--- src/rtl/rr_burst_arbiter_pkg.sv ---
// Shared definitions for the round-robin burst arbiter: FSM state encoding
// and a constant-evaluable clog2 reused by other arbiters.
package rr_burst_arbiter_pkg;

  typedef enum logic {
    ST_IDLE = 1'b0,
    ST_BUSY = 1'b1
  } arb_state_e;

  function automatic int unsigned clog2(input int unsigned v);
    int unsigned r;
    r = 0;
    while ((32'd1 << r) < v) r = r + 1;
    return r;
  endfunction

endpackage

--- src/rtl/rr_burst_arbiter_pick.sv ---
// Combinational round-robin pick: first set request at or after ptr (mod N),
// optionally ignoring one masked index.
module rr_pick
  import rr_burst_arbiter_pkg::*;
#(
  parameter int unsigned N  = 4,
  parameter int unsigned IW = clog2(N)
) (
  input  logic [N-1:0]  req,
  input  logic [IW-1:0] ptr,
  input  logic [IW-1:0] mask_idx,
  input  logic          mask_en,
  output logic          found,
  output logic [IW-1:0] idx,
  output logic [N-1:0]  onehot
);

  logic [N-1:0]   masked;
  logic [2*N-1:0] dbl;
  int unsigned    p;
  int unsigned    hit;

  always_comb begin
    masked = req;
    for (int unsigned i = 0; i < N; i++) begin
      if (mask_en && mask_idx == IW'(i)) masked[i] = 1'b0;
    end
    // Doubling the vector turns the wrap-around scan into a linear window [ptr, ptr+N).
    dbl   = {masked, masked};
    p     = 32'(ptr);
    found = 1'b0;
    hit   = 0;
    for (int unsigned j = 0; j < 2 * N; j++) begin
      if (!found && dbl[j] && j >= p && j < p + N) begin
        found = 1'b1;
        hit   = j;
      end
    end
    idx    = (hit >= N) ? IW'(hit - N) : IW'(hit);
    onehot = '0;
    for (int unsigned i = 0; i < N; i++) begin
      onehot[i] = found && (idx == IW'(i));
    end
  end

endmodule

--- src/rtl/rr_burst_arbiter.sv ---
// Round-robin arbiter granting one requester at a time for a burst of beats,
// ending on req_last, request drop, or MAX_BURST beats.
module rr_burst_arbiter
  import rr_burst_arbiter_pkg::*;
#(
  parameter int unsigned N         = 4,
  parameter int unsigned MAX_BURST = 8
) (
  input  logic                           clk,
  input  logic                           rst_n,
  input  logic [N-1:0]                   req,
  input  logic [N-1:0]                   req_last,
  output logic [N-1:0]                   grant,
  output logic                           grant_valid,
  output logic [$clog2(N)-1:0]           grant_id,
  output logic [$clog2(MAX_BURST+1)-1:0] burst_cnt
);

  localparam int unsigned IW = $clog2(N);
  localparam int unsigned CW = $clog2(MAX_BURST + 1);

  arb_state_e    state, state_nxt;
  logic [IW-1:0] rr_ptr, ptr_nxt, ptr_inc, pick_ptr, pick_idx, gid_nxt;
  logic [N-1:0]  grant_nxt, pick_onehot;
  logic [CW-1:0] cnt_nxt;
  logic          gv_nxt, pick_found, mask_en, beat, last_beat, rel;

  rr_pick #(
    .N  (N),
    .IW (IW)
  ) u_pick (
    .req      (req),
    .ptr      (pick_ptr),
    .mask_idx (grant_id),
    .mask_en  (mask_en),
    .found    (pick_found),
    .idx      (pick_idx),
    .onehot   (pick_onehot)
  );

  always_comb begin
    beat      = grant_valid & req[grant_id];
    last_beat = beat & (req_last[grant_id] | (burst_cnt == CW'(MAX_BURST - 1)));
    rel       = ~req[grant_id] | last_beat;
    ptr_inc   = (grant_id == IW'(N - 1)) ? '0 : grant_id + IW'(1);
    pick_ptr  = (state == ST_BUSY) ? ptr_inc : rr_ptr;
    // The releasing holder is only re-picked when nobody else is asking.
    mask_en   = (state == ST_BUSY) && |(req & ~grant);

    state_nxt = state;
    ptr_nxt   = rr_ptr;
    grant_nxt = grant;
    gv_nxt    = grant_valid;
    gid_nxt   = grant_id;
    cnt_nxt   = burst_cnt;

    case (state)
      ST_IDLE: begin
        if (pick_found) begin
          state_nxt = ST_BUSY;
          grant_nxt = pick_onehot;
          gv_nxt    = 1'b1;
          gid_nxt   = pick_idx;
          cnt_nxt   = '0;
        end
      end
      ST_BUSY: begin
        if (rel) begin
          ptr_nxt = ptr_inc;
          cnt_nxt = '0;
          if (pick_found) begin
            grant_nxt = pick_onehot;
            gid_nxt   = pick_idx;
          end else begin
            state_nxt = ST_IDLE;
            grant_nxt = '0;
            gv_nxt    = 1'b0;
            gid_nxt   = '0;
          end
        end else if (beat) begin
          cnt_nxt = burst_cnt + CW'(1);
        end
      end
      default: state_nxt = ST_IDLE;
    endcase
  end

  always_ff @(posedge clk or negedge rst_n) begin
    if (!rst_n) begin
      state       <= ST_IDLE;
      rr_ptr      <= '0;
      grant       <= '0;
      grant_valid <= 1'b0;
      grant_id    <= '0;
      burst_cnt   <= '0;
    end else begin
      state       <= state_nxt;
      rr_ptr      <= ptr_nxt;
      grant       <= grant_nxt;
      grant_valid <= gv_nxt;
      grant_id    <= gid_nxt;
      burst_cnt   <= cnt_nxt;
    end
  end

endmodule

--- config.mk ---
export PLATFORM = sky130hd
export DESIGN_NAME = rr_burst_arbiter
export DESIGN_NICKNAME = d
export VERILOG_FILES = /design/src/rtl/rr_burst_arbiter_pkg.sv /design/src/rtl/rr_burst_arbiter_pick.sv /design/src/rtl/rr_burst_arbiter.sv
export SDC_FILE = /design/constraint.sdc
export NUM_CORES = 1
export LEC_CHECK = 0
export ABC_AREA = 1
export CORE_UTILIZATION = 50
export CTS_CLUSTER_DIAMETER = 30
export DETAILED_ROUTE_END_ITERATION = 12
export PLACE_DENSITY = 0.81
export SYNTH_ARGS = -nofsm -noshare
export SYNTH_HDL_FRONTEND = slang
export SYNTH_SLANG_ARGS = --single-unit
--- constraint.sdc ---
create_clock -name clk -period 2.9 [get_ports clk]
set_input_delay 0.58 -clock clk [delete_from_list [all_inputs] [get_ports clk]]
set_output_delay 0.58 -clock clk [all_outputs]
set_load 0.05 [all_outputs]
==> parameters.txt, run 1 <==
Parameter                              Value

Status
  Status ... complete, no violations

Setup path
  Stage delay of the slowest cell on the critical path ... between 0.3 and 0.4 ns
  Crit start category ... register
  Critical Path End Type ... register
  Cell type group with the largest total delay on the critical path ... simple AND/OR/NAND/NOR gates
  Bufs and invs on worst path ... 5
  Cell repeated most along the worst path ... sky130_fd_sc_hd__inv_1
  CP Max Fanout ... 5
  Worst Path Required ... 3.07 ns
  Critical setup path kind ... reg2reg
  WP data arrival ... roughly 2.7 ns
  Critical-path cell list ... inv_1, ha_1, inv_1, nand2_1, o21ai_0, inv_1, nor2_1, nand3_2, nand2_2, nor2_4, nand4_4, inv_2, ha_1, inv_1, nand2_1, nor2_1, nand3_1, o21ai_1, a21oi_1
  Critical Path Slowest Stage Cell ... sky130_fd_sc_hd__dfrtp_1

Synth
  Xor and xnor area share after synthesis ... less than 1%
  Largest family of logic cells by synthesized area ... simple AND/OR/NAND/NOR gates
  Mean area per synthesized cell ... 7.599 um^2
  Async set or reset register ratio after synthesis ... 100.0%
  Syn Inst Count ... between 100 and 150
  Post-synthesis instance area ... between 1000 and 1500 um^2
  Number of enable-type register cells in the synthesized netlist ... 0
  Number of nets produced by synthesis ... roughly 150
  Number of warnings printed during yosys synthesis ... 0
  Adder-cell share of the synthesized area ... under 10%
  Share of the yosys chip area belonging to registers ... 33.90%
  Synth Area in Compound Gates ... about an eighth
  Mux share of post-synthesis cell area ... 0%
  Yosys cell types ... 23
  Area share of and/or/nand/nor cells after synthesis ... about 38%
  Number of register bits inferred by synthesis ... 14
  Primary FF master, synth ... sky130_fd_sc_hd__dfrtp_1

Final layout
  Commonest non-fill, non-tap cell in the layout ... sky130_fd_sc_hd__nand2_1
  Highest-count cells in the layout ignoring fill and taps ... 36 x sky130_fd_sc_hd__nand2_1, 20 x sky130_fd_sc_hd__clkdlybuf4s50_1, 17 x sky130_fd_sc_hd__nand3_1, 15 x sky130_fd_sc_hd__inv_1, 14 x sky130_fd_sc_hd__dfrtp_1
  Synth-to-Final Area Change ... 27.12%
  Diodes inserted ... 0
  Final nets ... 181
  Share of layout cells above drive strength 1 ... between 15 and 20%

Power
  Leakage power total ... ~0.67 nW
  Total Power ... between 1.5 and 2 mW
  Power density of the placed cells ... 1243 nW/um^2
  VDD IR-drop max ... 769.3 uV

CTS
  Clock transition at path regs ... 0.08 ns
  Inserted Clock Buffers ... 3
  Bufs on Longest Clock Path ... 2
  Worst skew pair latency ... between 0.2 and 0.3 ns
  Number of buffers added to fix hold violations after cts ... 0
  Post-CTS Setup Repair Bufs ... 0
  Num Clock Sinks ... 14
  PostCTS Resize Cnt ... 0
  CTS root buf ... sky130_fd_sc_hd__clkbuf_4
  TritonCTS clock tree ... yes
  Depth of the CTS H-tree ... 1

Global route
  Global-route wire length before repair ... about 3.5 mm
  Vias in the first global route ... 844
  Met1 capacity usage during global routing ... between 20% and 30%
  Busiest layer in global routing ... met2
  Sum of overflow across all layers after global routing ... 0
  Global routing usage summed across all routing layers ... 22.83%
  Met2 capacity usage during global routing ... a little over a third
  Met3 GRT Util ... between 6 and 7%
  Number of antenna violations at the first check in global routing ... 0
  Largest net degree at the start of global routing ... 15

Route
  ANT nets after route ... 0
  Vias ... between 900 and 1000
  Per-cell routed wire length ... approximately 12 um
  DRC ... 0
  Final wirelength ... about 2.2 mm
  Length of the first detailed-routing pass in iterations ... 5
  Via-to-Cell Ratio ... approximately 5.2
  First DRT Iteration DRCs ... 20

Timing
  Relative max-transition margin ... between 50% and 60%
  Final count of pins violating max slew ... 0
  Fin Clk Skew ... slightly above 0.002 ns
  Final TNS setup ... 0 ns
  RSZ-0062 raised after global routing ... no
  Post-route worst hold slack ... between 0.4 and 0.5 ns
  Final critical path time including I/O delays and setup ... between 2 and 3 ns
  Transition time at the pin with the least slew margin ... ~0.64 ns
  Part of the cycle the worst path needs ... between 80% and 90%
  Highest Clock Rate ... a little under 0.4 GHz
  Final hold violations ... 0
  Number of setup violations in the final report ... 0

Floorplanning
  Overall die area ... about 2300 um^2
  Floorplan core area ... slightly below 2000 um^2
  Cell Rows ... 16
  Horizontal die dimension ... 47.47 um
  Number of placed I/O pins ... 21
  DIE HEIGHT ... around 47 um
  Initial Util ... a little over half

Place
  GPL Wtd Cong ... 0.8874
  Detailed Place HPWL ... ~1.8 mm
  Input/output buffers ... 20

Run
  Max-Cap Viols ... 0

Worst hold path
  Type of the most critical hold path ... reg2reg
-- report_power, final --
part	internal [mW]	switching, mW	leakage (nW)
Clock	0.0483	0.0616	0.0138
Sequential	0.276	0.0616	0.175
Combinational	0.402	0.784	0.476
Total	0.727	0.907	0.666
-- registers in the layout, summed over array words and instances (netlist names) --
register	cells
rr_ptr	2
grant_valid	1
state	1
grant	4
grant_id	2
burst_cnt	4
-- worst reg2reg max path: stages, from the launching register on --
cell                      delay [ns]
sky130_fd_sc_hd__dfrtp_1        0.38
sky130_fd_sc_hd__inv_1          0.16
sky130_fd_sc_hd__ha_1           0.26
sky130_fd_sc_hd__inv_1          0.07
sky130_fd_sc_hd__nand2_1        0.05
sky130_fd_sc_hd__o21ai_0        0.12
sky130_fd_sc_hd__inv_1          0.09
sky130_fd_sc_hd__nor2_1         0.14
sky130_fd_sc_hd__nand3_2        0.12
sky130_fd_sc_hd__nand2_2        0.11
sky130_fd_sc_hd__nor2_4         0.05
sky130_fd_sc_hd__nand4_4        0.09
sky130_fd_sc_hd__inv_2          0.05
sky130_fd_sc_hd__ha_1           0.17
sky130_fd_sc_hd__inv_1          0.05
sky130_fd_sc_hd__nand2_1        0.09
sky130_fd_sc_hd__nor2_1         0.13
sky130_fd_sc_hd__nand3_1        0.12
sky130_fd_sc_hd__o21ai_1        0.14
sky130_fd_sc_hd__a21oi_1        0.05
-- kinds of logic after synthesis --
| logic type | count (synthesis) |
|---|---|
| compound gates | 19 |
| xor+xnor | 1 |
| fa+ha+maj | 6 |
| buf+inv | 21 |
| flops | 14 |
| simple gates | 75 |
-- metal layers --
layer / vias to the layer above / routed length (um) / part of all wire (%)
li1: 501 / - / -
met1: 455 / 1027 / 47
met2: 25 / 1036 / 47
met3: 2 / 115 / 5.2
met4: 0 / 19 / 0.86
met5: - / 0 / 0
-- through the flow --
| step | setup WS, ns | std cells | util, % | instance area, um^2 |
|---|---|---|---|---|
| floorplan | 0.1721 | 136 | - | 1033 |
| global placement | 0.1714 | 187 | 65.82 | 1291 |
| detailed placement | 0.09566 | 187 | 65.82 | 1291 |
| CTS | 0.3379 | 190 | 66.96 | 1314 |
| global route | 0.1156 | 190 | 66.96 | 1314 |
| finish | 0.3487 | 190 | 66.96 | 1314 |
-- area by class of cell --
class	count	area [um^2]
Sequential cell	14	350.3
Multi-Input combinational cell	101	594.3
Tap cell	27	33.78
Inverter	20	75.07
Timing Repair Buffer	25	237.7
Fill cell	177	648.1
Clock buffer	3	22.52
-- synthesized netlist by cell type (all sizes together) (3+ instances only) --
| master | instances | share of area (%) |
|---|---|---|
| dfrtp | 14 | 34 |
| nand4 | 3 | 3.3 |
| a21oi | 5 | 2.4 |
| nor2 | 9 | 4.0 |
| ha | 6 | 7.3 |
| o21ai | 10 | 6.3 |
| nand2 | 43 | 19 |
| inv | 20 | 7.3 |
| nand3 | 20 | 11 |
-- worst paths after layout --
check / start / end / slack [ns] / depth (start not counted)
worst max-delay path: grant_id[1] / burst_cnt[3] / 0.35 / 19
worst min-delay path: rr_ptr[1] / rr_ptr[1] / 0.49 / 2
max in group asynchronous: rst_n / grant[3] / 1.80 / 1
worst max register to register: grant_id[1] / burst_cnt[3] / 0.35 / 19
min in group asynchronous: rst_n / burst_cnt[2] / 0.69 / 1
worst min register to register: rr_ptr[1] / rr_ptr[1] / 0.49 / 2
Note: power is estimated with default switching activity, not from simulation.
==> inputs of run 2 (changes only) <==
--- a/config.mk
+++ b/config.mk
@@ -6,10 +6,11 @@
 export NUM_CORES = 1
 export LEC_CHECK = 0
 export ABC_AREA = 1
+export CAP_MARGIN = 0
 export CORE_UTILIZATION = 50
 export CTS_CLUSTER_DIAMETER = 30
 export DETAILED_ROUTE_END_ITERATION = 12
-export PLACE_DENSITY = 0.81
+export PLACE_DENSITY = 0.86
 export SYNTH_ARGS = -nofsm -noshare
 export SYNTH_HDL_FRONTEND = slang
 export SYNTH_SLANG_ARGS = --single-unit
==> run 2 against run 1 <==
Against the previous run:
- highest routed layer unchanged
- first-iteration DRC count increased by 30%
- final cell count is 1.6% lower
- largest power group unchanged
- clock skew is 0.0012 ns lower
==> parameters.txt, run 2 (synthesis gave the netlist of run 1 again) <==
Parameter                              Value

Status
  Status ... complete, no violations

Route
  First DRT Iteration DRCs ... 26
  DRC ... 0
  Final wirelength ... approximately 2.3 mm
  Per-cell routed wire length ... around 12 um
  Vias ... around 1000
  Via-to-Cell Ratio ... around 5.3
  ANT nets after route ... 0
  Length of the first detailed-routing pass in iterations ... 4

Timing
  Final TNS setup ... 0 ns
  Highest Clock Rate ... between 0.3 and 0.4 GHz
  Fin Clk Skew ... 0.0007757 ns
  Final count of pins violating max slew ... 0
  Relative max-transition margin ... between 50% and 60%
  Part of the cycle the worst path needs ... 90.39%
  RSZ-0062 raised after global routing ... no
  Transition time at the pin with the least slew margin ... roughly 0.65 ns
  Final hold violations ... 0
  Final critical path time including I/O delays and setup ... approximately 2.6 ns
  Number of setup violations in the final report ... 0

CTS
  Depth of the CTS H-tree ... 1
  TritonCTS clock tree ... yes
  CTS root buf ... sky130_fd_sc_hd__clkbuf_4
  Number of buffers added to fix hold violations after cts ... 0
  Inserted Clock Buffers ... 3
  Num Clock Sinks ... 14
  Worst skew pair latency ... roughly 0.28 ns
  Bufs on Longest Clock Path ... 2
  Clock transition at path regs ... about 0.080 ns

Global route
  Number of antenna violations at the first check in global routing ... 0
  Global routing usage summed across all routing layers ... 24.35%
  Largest net degree at the start of global routing ... 15
  Sum of overflow across all layers after global routing ... 0
  Vias in the first global route ... 923
  Global-route wire length before repair ... 3.795 mm

Run
  Max-Cap Viols ... 0

Floorplanning
  Initial Util ... 52.68%
  Cell Rows ... 16
  Overall die area ... 2253 um^2
  Horizontal die dimension ... between 40 and 50 um
  DIE HEIGHT ... about 47 um
  Number of placed I/O pins ... 21
  Floorplan core area ... 1962 um^2

Final layout
  Highest-count cells in the layout ignoring fill and taps ... 36 x sky130_fd_sc_hd__nand2_1, 20 x sky130_fd_sc_hd__clkdlybuf4s50_1, 17 x sky130_fd_sc_hd__nand3_1, 14 x sky130_fd_sc_hd__inv_1, 13 x sky130_fd_sc_hd__dfrtp_1
  Area of the multi-input gates ... 594.3 um^2
  Post-Layout Cell Count ... between 150 and 200
  Filler Cells Inserted ... 183
  Biggest regs ... burst_cnt: 4 flops, grant: 4 flops
  Synth-to-Final Area Change ... 25.06%
  Share of layout cells above drive strength 1 ... 17.50%
  Commonest non-fill, non-tap cell in the layout ... sky130_fd_sc_hd__nand2_1
  Final nets ... between 150 and 200
  Sequential standard cell area ... 351.6 um^2
  Diodes inserted ... 0

Setup path
  Critical setup path kind ... reg2reg
  Cell repeated most along the worst path ... sky130_fd_sc_hd__inv_1
  CP Max Fanout ... 6
  Stage delay of the slowest cell on the critical path ... 0.46 ns
  Critical Path End Type ... register
  Critical Path Slowest Stage Cell ... sky130_fd_sc_hd__dfrtp_2
  Worst Path Required ... 3.07 ns
  WP data arrival ... about 2.8 ns
  Bufs and invs on worst path ... 5
  Critical-path cell list ... inv_2, ha_1, inv_1, nand2_1, o21ai_0, inv_1, nor2_1, nand3_2, nand2_2, nor2_4, nand4_4, inv_2, ha_1, inv_1, nand2_1, nor2_1, nand3_1, o21ai_1, a21oi_1
  Cell type group with the largest total delay on the critical path ... simple AND/OR/NAND/NOR gates
  Crit start category ... register

Power
  VDD IR-drop max ... 868.7 uV
  Switching power ... between 0.9 and 1 mW
  Clock network fraction of design power ... 6.8%
  Power density of the placed cells ... around 1300 nW/um^2
  Leakage power total ... about 0.65 nW
  Combinational share of power ... between 70 and 80%
  Fraction of power spent switching nets ... between 50% and 60%
  Register share of total power ... 21.6%
  Internal Power ... slightly above 0.7 mW

Place
  GPL Wtd Cong ... around 0.85
  Input/output buffers ... 20
  Detailed Place HPWL ... roughly 1.8 mm
  Cell count after placement ... between 150 and 200

Worst hold path
  Type of the most critical hold path ... reg2reg
==> run 2: metal layers <==
metal	share of wire [%]	wire [um]	track usage (%)
met1	45	1044	31.90
met2	49	1135	39.73
met3	4.4	102	3.396
met4	1.6	38	11.43
met5	0	0	0
==> run 2: final cells by class <==
type,instances,share of cell area [%]
multi-input combinational,101,45.98
clock buffer,3,1.742
timing repair buffer,22,16.65
tap,27,2.614
inverter,20,5.808
sequential,14,27.20
==> run 2: final timing paths <==
check / startpoint / end / slack, ns / cells past startpoint
setup / recovery: grant_id[1] / burst_cnt[3] / 0.28 / 19
min in group asynchronous: rst_n / grant[3] / 0.69 / 1
setup reg to reg: grant_id[1] / burst_cnt[3] / 0.28 / 19
max in group asynchronous: rst_n / grant_id[1] / 1.75 / 1
hold / removal: rr_ptr[1] / rr_ptr[1] / 0.49 / 2
hold reg to reg: rr_ptr[1] / rr_ptr[1] / 0.49 / 2
==> run 2: per-stage QoR <==
stage	area, um^2	util (%)	hold slack [ns]	total power, mW	worst slack (ns)
finish	1292	65.88	0.4892	1.634	0.2787
global route	1292	65.88	0.5306	1.781	0.04574
CTS	1291	65.82	0.4944	1.630	0.2192
detailed placement	1269	64.67	0.4744	1.517	0.004434
global placement	1269	64.67	0.4636	1.482	0.1078
floorplan	1033	-	0.2844	1.229	0.1721
==> run 2: power groups by stage <==
stage	sequential, mW	combinational, mW	clock, mW
final	0.352	1.17	0.111
after global routing	0.363	1.30	0.123
after CTS	0.349	1.17	0.111
after detailed placement	0.351	1.17	0
after global placement	0.350	1.13	0
after floorplan	0.537	0.692	0
==> run 2: worst reg2reg max path: stages, from the launching register on <==
cell and delay (ns):
sky130_fd_sc_hd__dfrtp_2 0.46, sky130_fd_sc_hd__inv_2 0.12, sky130_fd_sc_hd__ha_1 0.24, sky130_fd_sc_hd__inv_1 0.08
sky130_fd_sc_hd__nand2_1 0.05, sky130_fd_sc_hd__o21ai_0 0.15, sky130_fd_sc_hd__inv_1 0.10, sky130_fd_sc_hd__nor2_1 0.15
sky130_fd_sc_hd__nand3_2 0.12, sky130_fd_sc_hd__nand2_2 0.11, sky130_fd_sc_hd__nor2_4 0.05, sky130_fd_sc_hd__nand4_4 0.09
sky130_fd_sc_hd__inv_2 0.05, sky130_fd_sc_hd__ha_1 0.17, sky130_fd_sc_hd__inv_1 0.05, sky130_fd_sc_hd__nand2_1 0.10
sky130_fd_sc_hd__nor2_1 0.14, sky130_fd_sc_hd__nand3_1 0.10, sky130_fd_sc_hd__o21ai_1 0.13, sky130_fd_sc_hd__a21oi_1 0.05
==> run 2: repair_timing <==
| action | in CTS | in global routing |
|---|---|---|
| buffers inserted | 0 | 0 |
| endpoints found under the setup margin | 0 | 2 |
| gates resized for setup | 0 | 2 |
==> inputs of run 3 (changes only) <==
--- a/config.mk
+++ b/config.mk
@@ -7,10 +7,11 @@
 export LEC_CHECK = 0
 export ABC_AREA = 1
 export CAP_MARGIN = 0
-export CORE_UTILIZATION = 50
+export CORE_UTILIZATION = 52
+export CTS_BUF_LIST = sky130_fd_sc_hd__clkbuf_4 sky130_fd_sc_hd__clkbuf_8
 export CTS_CLUSTER_DIAMETER = 30
 export DETAILED_ROUTE_END_ITERATION = 12
-export PLACE_DENSITY = 0.86
+export PLACE_DENSITY = 0.89
 export SYNTH_ARGS = -nofsm -noshare
 export SYNTH_HDL_FRONTEND = slang
 export SYNTH_SLANG_ARGS = --single-unit
==> run 3 against run 2 <==
Against the previous run:
- register-to-register slack barely moved
- combinational power barely moved
- count of clock-buffer cells in the layout did not move
- core utilization rose by 7.0 points
- worst hold slack improved by 0.0035 ns
- sequential share of layout area fell by 0.41 points
- first-iteration DRC count rose by 27%
- sequential power barely moved
- critical path depth did not move
- critical endpoint unchanged
- largest power group unchanged
- highest routed layer unchanged
==> parameters.txt, run 3 (synthesis gave the netlist of run 1 again) <==
Parameter                              Value

Status
  Status ... complete, no violations

Timing
  Post-route worst hold slack ... 0.4927 ns
  Final TNS setup ... 0 ns
  Number of setup violations in the final report ... 0
  Final count of pins violating max slew ... 0
  RSZ-0062 raised after global routing ... no
  Final critical path time including I/O delays and setup ... roughly 2.6 ns
  Highest Clock Rate ... about 0.38 GHz
  Final hold violations ... 0
  Part of the cycle the worst path needs ... approximately nine tenths
  Transition time at the pin with the least slew margin ... around 0.66 ns
  Fin Clk Skew ... ~0.0064 ns
  Relative max-transition margin ... 55.71%

Worst hold path
  Number of stages on the worst hold path ... 2
  Type of the most critical hold path ... reg2reg
  Min-Delay Endpoint ... rr_ptr[1]
  Source of the worst hold timing path ... rr_ptr[1]

Route
  Length of the first detailed-routing pass in iterations ... 4
  Per-cell routed wire length ... 13.89 um
  ANT nets after route ... 0
  Final wirelength ... 2.612 mm
  DRC ... 0
  Vias ... 1014
  Via-to-Cell Ratio ... ~5.4
  First DRT Iteration DRCs ... 33

Setup path
  CP Max Fanout ... 6
  Reg2reg end ... burst_cnt[3]
  Path depth of the worst reg2reg path ... 19
  Bufs and invs on worst path ... 5
  Crit start category ... register
  Critical-path cell list ... inv_2, ha_1, inv_1, nand2_1, o21ai_0, inv_1, nand2_1, nand3_1, nand2_2, nor2_4, nand4_4, inv_2, ha_1, inv_1, nand2_1, nor2_1, nand3_1, o21ai_1, a21oi_1
  Reg2Reg Launch Point ... grant_id[1]
  WP data arrival ... roughly 2.8 ns
  Stage delay of the slowest cell on the critical path ... 0.46 ns
  Critical Path Slowest Stage Cell ... sky130_fd_sc_hd__dfrtp_2
  Worst Path Required ... roughly 3.1 ns
  Critical Path End Type ... register
  Slack of the worst reg-to-reg path ... between 0.2 and 0.3 ns
  Critical setup path kind ... reg2reg
  Cell type group with the largest total delay on the critical path ... simple AND/OR/NAND/NOR gates

Power
  Internal Power ... around 0.72 mW
  Clock network fraction of design power ... approximately 7%
  Switching power ... around 0.94 mW
  Total Power ... between 1.5 and 2 mW
  Combinational share of power ... between 70% and 80%
  Register share of total power ... 21.0%
  VDD IR-drop max ... about 870 uV
  Power density of the placed cells ... about 1300 nW/um^2
  Leakage power total ... 0.6635 nW
  Fraction of power spent switching nets ... ~57%

CTS
  TritonCTS clock tree ... yes
  Worst skew pair latency ... 0.29 ns
  Num Clock Sinks ... 14
  Depth of the CTS H-tree ... 1
  PostCTS Resize Cnt ... 0
  CTS root buf ... sky130_fd_sc_hd__clkbuf_4
  Bufs on Longest Clock Path ... 2
  Post-CTS Setup Repair Bufs ... 0
  Clock transition at path regs ... roughly 0.090 ns
  Number of buffers added to fix hold violations after cts ... 0
  Inserted Clock Buffers ... 3

Floorplanning
  Initial Util ... a little under three fifths
  Cell Rows ... 15
  Number of placed I/O pins ... 21
  DIE HEIGHT ... approximately 47 um
  Horizontal die dimension ... 46.58 um
  Floorplan core area ... around 1800 um^2
  Overall die area ... 2170 um^2

Global route
  Vias in the first global route ... between 1000 and 1500
  Sum of overflow across all layers after global routing ... 0
  Largest net degree at the start of global routing ... 15
  Global routing usage summed across all routing layers ... ~29%
  Number of antenna violations at the first check in global routing ... 0
  Global-route wire length before repair ... about 4.3 mm

Place
  Detailed Place HPWL ... approximately 2.0 mm
  GPL Wtd Cong ... 0.9054
  Input/output buffers ... 20

Final layout
  Diodes inserted ... 0
  Commonest non-fill, non-tap cell in the layout ... sky130_fd_sc_hd__nand2_1
  Sequential standard cell area ... 351.6 um^2
  Highest-count cells in the layout ignoring fill and taps ... 36 x sky130_fd_sc_hd__nand2_1, 20 x sky130_fd_sc_hd__clkdlybuf4s50_1, 17 x sky130_fd_sc_hd__nand3_1, 14 x sky130_fd_sc_hd__inv_1, 13 x sky130_fd_sc_hd__dfrtp_1
  Biggest regs ... burst_cnt: 4 flops, grant: 4 flops
  Area of the multi-input gates ... between 500 and 600 um^2
  Synth-to-Final Area Change ... 27.00%
  Share of layout cells above drive strength 1 ... between 10% and 20%
  Final nets ... roughly 180
  Filler Cells Inserted ... ~160

Run
  Max-Cap Viols ... 0
==> run 3: changes by cell type in the layout (fill, tap and decap cells not counted), sizes merged <==
cell  before  now
buf        2    5
==> run 3: worst max path at each step <==
stage           startpoint      endpoint  slack [ns]  depth (start not counted)
4_1_cts        grant_id[1]  burst_cnt[2]        0.22                         19
5_1_grt        grant_id[1]  burst_cnt[3]        0.05                         19
3_3_place_gp        req[3]  burst_cnt[2]        0.23                         18
6_report       grant_id[1]  burst_cnt[3]        0.27                         19
2_1_floorplan  grant_id[0]  burst_cnt[3]        0.17                         19
3_5_place_dp        req[2]  burst_cnt[2]        0.10                         18
==> run 3: stage by stage <==
| step | instances | worst slack [ns] | utilization [%] | instance area (um^2) |
|---|---|---|---|---|
| after floorplan | 136 | 0.1721 | - | 1033 |
| after global placement | 185 | 0.2263 | 71.53 | 1289 |
| after detailed placement | 185 | 0.1034 | 71.53 | 1289 |
| after CTS | 188 | 0.2229 | 72.78 | 1311 |
| after global routing | 188 | 0.04901 | 72.85 | 1313 |
| final | 188 | 0.2746 | 72.85 | 1313 |
==> run 3: worst min-delay path, delay by kind of cell (launching register included) <==
| kind | cells | cell delay (ns) |
|---|---|---|
| flip-flops | 1 | 0.35 |
| AO/OA/AOI/OAI | 1 | 0.06 |
| AND/OR/NAND/NOR | 1 | 0.05 |
==> run 3: metal layers <==
metal	wire length, um	global-route usage, %
met5	0	0
met4	38	12.35
met3	143	7.059
met2	1302	48.06
met1	1128	34.88
==> run 3: final cells by class <==
cell class / instances / area share (%)
multi-input cells: 101 / 45.28
flip-flops and latches: 14 / 26.79
repair buffers: 25 / 18.11
inverters: 20 / 5.720
well taps: 25 / 2.383
clock buffers: 3 / 1.716
==> run 3: power by group through the flow <==
stage               combinational, mW  sequential [mW]  clock (mW)
floorplan                       0.692            0.537           0
global placement                 1.14            0.344           0
detailed placement               1.18            0.350           0
CTS                              1.20            0.348       0.112
global route                     1.32            0.361       0.121
finish                           1.20            0.350       0.113
